==> src/rtl/proc_pkg.sv <==
// Shared opcodes, step encodings and instruction-field layout for the bus-datapath sequencer.
package proc_pkg;

  localparam int DATA_W = 16;
  localparam int NREG   = 8;
  localparam int RA_W   = 3;
  localparam int OP_W   = 3;

  // The instruction occupies the top IR_W bits of iin as {op, rx, ry}
  localparam int IR_W   = OP_W + 2 * RA_W;
  localparam int OP_LSB = 2 * RA_W;
  localparam int RX_LSB = RA_W;
  localparam int RY_LSB = 0;

  localparam logic [OP_W-1:0] OP_MV   = 3'b000;
  localparam logic [OP_W-1:0] OP_MVI  = 3'b001;
  localparam logic [OP_W-1:0] OP_ADD  = 3'b010;
  localparam logic [OP_W-1:0] OP_SUB  = 3'b011;
  localparam logic [OP_W-1:0] OP_MVNZ = 3'b100;

  typedef enum logic [1:0] {
    S_IDLE = 2'd0,
    S_T1   = 2'd1,
    S_T2   = 2'd2,
    S_T3   = 2'd3
  } state_t;

endpackage

==> src/rtl/seq_dec3to8.sv <==
// Register-address to one-hot decoder with enable; purely combinational.
module seq_dec3to8 #(
  parameter int RA_W = 3,
  parameter int NREG = 8
) (
  input  logic            en,
  input  logic [RA_W-1:0] addr,
  output logic [NREG-1:0] onehot
);

  always_comb begin
    onehot = '0;
    if (en) onehot[addr] = 1'b1;
  end

endmodule

==> src/rtl/proc_sequencer.sv <==
// Multi-cycle control sequencer: latches an instruction on run and steps T1..T3 driving bus selects/enables.
// run->done is 1 cycle (mv/mvi/mvnz/illegal) or 3 cycles (add/sub); run is only sampled in IDLE or the done step.
module proc_sequencer
  import proc_pkg::*;
#(
  parameter int DATA_W = proc_pkg::DATA_W,
  parameter int NREG   = proc_pkg::NREG,
  parameter int RA_W   = proc_pkg::RA_W,
  parameter int OP_W   = proc_pkg::OP_W
) (
  input  logic              clock,
  input  logic              resetn,
  input  logic              run,
  input  logic [DATA_W-1:0] iin,
  input  logic              g_nz,
  output logic [NREG-1:0]   rsel,
  output logic              g_sel,
  output logic              imm_sel,
  output logic [NREG-1:0]   rin,
  output logic              ain,
  output logic              gin,
  output logic              alu_sub,
  output logic              busy,
  output logic              done,
  output logic              illegal
);

  state_t                state, state_nxt;
  logic [IR_W-1:0]       ir;
  logic [IR_W-1:0]       ir_fld;
  logic [OP_W-1:0]       op;
  logic [RA_W-1:0]       rx, ry;
  logic                  latch;
  logic                  last_step;
  logic                  sel_en, rin_en;
  logic [RA_W-1:0]       sel_addr;
  logic                  unused_iin;

  assign ir_fld     = iin[DATA_W-1 -: IR_W];
  assign unused_iin = ^iin[DATA_W-IR_W-1:0];
  assign op         = ir[OP_LSB +: OP_W];
  assign rx         = ir[RX_LSB +: RA_W];
  assign ry         = ir[RY_LSB +: RA_W];

  always_ff @(posedge clock or negedge resetn) begin
    if (!resetn) begin
      state <= S_IDLE;
      ir    <= '0;
    end else begin
      state <= state_nxt;
      if (latch) ir <= ir_fld;
    end
  end

  always_comb begin
    state_nxt = state;
    latch     = 1'b0;
    last_step = 1'b0;
    sel_en    = 1'b0;
    sel_addr  = ry;
    rin_en    = 1'b0;
    g_sel     = 1'b0;
    imm_sel   = 1'b0;
    ain       = 1'b0;
    gin       = 1'b0;
    alu_sub   = 1'b0;
    done      = 1'b0;
    illegal   = 1'b0;

    case (state)
      S_IDLE: begin
        if (run) begin
          latch     = 1'b1;
          state_nxt = S_T1;
        end
      end
      S_T1: begin
        case (op)
          OP_MV: begin
            sel_en    = 1'b1;
            rin_en    = 1'b1;
            last_step = 1'b1;
          end
          OP_MVI: begin
            imm_sel   = 1'b1;
            rin_en    = 1'b1;
            last_step = 1'b1;
          end
          OP_ADD, OP_SUB: begin
            sel_addr  = rx;
            sel_en    = 1'b1;
            ain       = 1'b1;
            state_nxt = S_T2;
          end
          OP_MVNZ: begin
            sel_en    = g_nz;
            rin_en    = g_nz;
            last_step = 1'b1;
          end
          default: begin
            illegal   = 1'b1;
            last_step = 1'b1;
          end
        endcase
      end
      S_T2: begin
        sel_en    = 1'b1;
        gin       = 1'b1;
        alu_sub   = (op == OP_SUB);
        state_nxt = S_T3;
      end
      S_T3: begin
        g_sel     = 1'b1;
        rin_en    = 1'b1;
        last_step = 1'b1;
      end
      default: state_nxt = S_IDLE;
    endcase

    // Done step doubles as the accept slot so back-to-back instructions have no bubble
    if (last_step) begin
      done = 1'b1;
      if (run) begin
        latch     = 1'b1;
        state_nxt = S_T1;
      end else begin
        state_nxt = S_IDLE;
      end
    end
  end

  assign busy = (state != S_IDLE);

  seq_dec3to8 #(.RA_W(RA_W), .NREG(NREG)) u_dec_rsel (
    .en     (sel_en),
    .addr   (sel_addr),
    .onehot (rsel)
  );

  seq_dec3to8 #(.RA_W(RA_W), .NREG(NREG)) u_dec_rin (
    .en     (rin_en),
    .addr   (rx),
    .onehot (rin)
  );

endmodule
==> config.mk <==
export PLATFORM = sky130hd
export DESIGN_NAME = proc_sequencer
export DESIGN_NICKNAME = d
export VERILOG_FILES = /design/src/rtl/proc_pkg.sv /design/src/rtl/seq_dec3to8.sv /design/src/rtl/proc_sequencer.sv
export SDC_FILE = /design/constraint.sdc
export NUM_CORES = 1
export LEC_CHECK = 0
export CORE_MARGIN = 2
export CORE_UTILIZATION = 25
export CTS_BUF_LIST = sky130_fd_sc_hd__clkbuf_4 sky130_fd_sc_hd__clkbuf_8 sky130_fd_sc_hd__clkbuf_16
export DETAILED_ROUTE_END_ITERATION = 7
export SETUP_SLACK_MARGIN = 0.15
export SYNTH_ARGS = -nofsm -noshare
export SYNTH_HDL_FRONTEND = slang
export SYNTH_SLANG_ARGS = --single-unit
==> constraint.sdc <==
create_clock -name clock -period 1.6 [get_ports clock]
set_input_delay 0.24 -clock clock [delete_from_list [all_inputs] [get_ports clock]]
set_output_delay 0.24 -clock clock [all_outputs]
set_load 0.01 [all_outputs]
==> reports/metrics.cfg <==
[logic_synthesis]
synth_area_um2 = 821
syn-num-nets = 118
synth_async_sr_flop_share = 1.00
synthCells = 94
yosysUniqueCellTypes = 27
ys_seq_area_frac = 0.335
ys_ff_latch = 11
avgSynthCellArea_um2 = 8.73
synth_edf_count = 0
ys_warn_count = 0
synth-main-ff-cell = dfrtp_1

[cts]
numCtsBuffers = 3
cts_buffer_depth = 2
cts.sinks = 11
path_clk_slew_ns = 0.08
cts_root_buf = clkbuf_4
cts-htree-levels = 1
tritoncts = built
worst_skew_pair.late_latency_ns = 0.27
hold_buffers = 0

[setup_path]
cp_cell_sequence = ha_4 -> nand3b_1 -> mux2i_2 -> nand2_2 -> buf_4 -> nor2_2 -> buf_2
critPathLaunchType = flip-flop
critPathCaptureType = output port
crit_fanout = 5
arrival_ns = 1.90
path_class = reg -> out
slowest_delay_ns = 0.43
required_ns = 1.36
slowest_stage = dfrtp_1

[route]
dr.first_iter.drc_count = 21
wirelength_mm = 2.82
firstDrtPassIters = 4
drtAntennaViolNets = 0
wl_per_cell_um = 12.6
vias = 1026
post_drt_via_cell_ratio = 4.60
drc_errors = 0

[placement]
gp_congestion = 0.760
io_buffer_count = 36
dp_slack_ns = -0.662
dp_hpwl_mm = 1.98

[finish]
n_antenna_cell = 0
area_growth_pct = 123
final_nets = 204
fill_cells = 264
layout-drive-gt1-share = 0.704

[pwr]
p_leak_nw = 0.846
ir_drop_v = 0.000970
power.density_nw_per_um2 = 2130

[worst_hold_path]
min_path_type = in -> async

[outcome]
outcome = finished with violations
violations = negative setup slack

[run]
max_cap_viol_count = 0

[floorplan]
ioPinCount = 44
fp.coreArea_um2 = 3080
die_w_um = 61.3
fp.dieH_um = 61.3
num_rows = 20
die_area_um2 = 3760
start_util = 0.267

[sta]
slew_headroom = 0.623
final-setup-viol-count = 34
fin_crit_sh = 1.34
finClkSkew_ns = 0.00788
worstMarginPinSlew_ns = 0.564
fin_crit_ns = 2.14
setup_ws_ns = -0.539
max_freq_mhz = 468
setup_tns_ns = -13.50
slew_viol_final = 0
hold_viol = 0
rsz0062_at_grt = yes

[global_routing]
track_usage = 0.171
grt_start_max_net_pins = 12
grt_pass1_wl_mm = 4.80
grt_overflow_total = 0
grt_pass1_vias = 1026
antenna_found_initial = 0

-- cells in the final DEF, fill, tap and decap left out, types with 2 or more instances in the layout --
master	instances
buf_2	20
a21oi_4	2
buf_6	19
clkbuf_4	4
o21ai_4	2
nand2b_1	7
ha_4	4
nand2_2	2
nor2_1	8
nand2_1	3
nor3_2	5
mux2_2	8
nor3_4	2
mux2i_2	2
o22ai_2	2
dfrtp_1	11
nor2_2	8
clkdlybuf4s50_1	12
inv_1	3
buf_4	29
nand2b_4	2
a21oi_2	2
inv_2	3
-- where the power goes --
part	leakage, nW	internal, W	total, W	switching, W
registers	0.130	0.000421	0.000624	0.000203
logic	0.698	0.00173	0.00307	0.00133
clock network	0.0184	0.000113	0.000219	0.000105
-- final cells by class --
type / instances / area, µm² / area share
Multi-Input combinational cell: 76 / 773 / 0.422
Sequential cell: 11 / 275 / 0.150
Tap cell: 44 / 55.1 / 0.0300
Timing Repair Buffer: 81 / 672 / 0.366
Clock buffer: 4 / 30.0 / 0.0164
Inverter: 7 / 28.8 / 0.0157
-- cells in the mapped netlist (all sizes together), types with 2 or more instances --
cell	number	area, µm²
nor2	17	63.8
dfrtp	11	275
mux2	9	101
nand2b	9	56.3
inv	7	26.3
nor3	7	35.0
nand2	5	18.8
a21oi	4	23.8
ha	4	50.1
nor3b	3	22.5
o21ai	3	26.3
mux2i	2	20.0
o22ai	2	12.5
-- sequential cells by signal, indices dropped and copies added (netlist names) --
name	count
ir	9
state	2
-- logic make-up (layout without fill, tap and decap cells) --
logic type                 Yosys count  count (layout)  share of synthesized area
and+or+nand+nor                     46              46                      0.282
DFF                                 11              11                      0.335
buffers and inverters                7              92                     0.0320
adders and majority gates            4               4                     0.0610
muxes                               11              11                      0.148
AOI/OAI and AO/OA                   15              15                      0.142
-- worst max-delay path: cells and delay by family, from the launching register on --
| family | cells | cell delay (ns) |
|---|---|---|
| AND/OR/NAND/NOR | 3 | 0.43 |
| flip-flops | 1 | 0.43 |
| multiplexers | 1 | 0.30 |
| buffers and inverters | 2 | 0.27 |
| adder cells (fa/ha/maj) | 1 | 0.18 |
-- path summary, 6_finish.rpt --
path	start	end	slack [ns]	cells past startpoint
setup / recovery	state[0]$_DFFE_PN0P_	rsel[2]	-0.54	7
setup reg to reg	state[0]$_DFFE_PN0P_	ir[0]$_DFFE_PN0P_	-0.49	10
min in group clock	iin[14]	ir[7]$_DFFE_PN0P_	0.57	2
hold reg to reg	ir[0]$_DFFE_PN0P_	ir[0]$_DFFE_PN0P_	0.66	2
max in group asynchronous	resetn	ir[1]$_DFFE_PN0P_	0.90	1
hold / removal	resetn	ir[6]$_DFFE_PN0P_	0.32	1
-- what timing repair did --
action | in CTS | in global routing
setup buffers | 16 | 6
gates resized for setup | 133 | 12
pin swaps | 18 | 8
setup endpoints to repair | 35 | 35
-- stage by stage --
step	instances	cell area (µm²)	power, W	utilization	hold slack, ns
2_1_floorplan	94	932	0.00181	-	-0.0556
3_3_place_gp	197	1530	0.00277	0.498	0.590
3_5_place_dp	197	1530	0.00281	0.498	0.606
4_1_cts	217	1730	0.00361	0.563	0.329
5_1_grt	223	1830	0.00418	0.596	0.349
6_report	223	1830	0.00391	0.596	0.320
-- per-layer routing --
metal	GRT usage	share of wire	routed length, µm
met2	0.295	0.49	1380
met4	0.0466	0.0035	10
met5	0	0	0
met1	0.228	0.46	1290
met3	0.0168	0.052	146
Note: power is estimated with default switching activity, not from simulation.
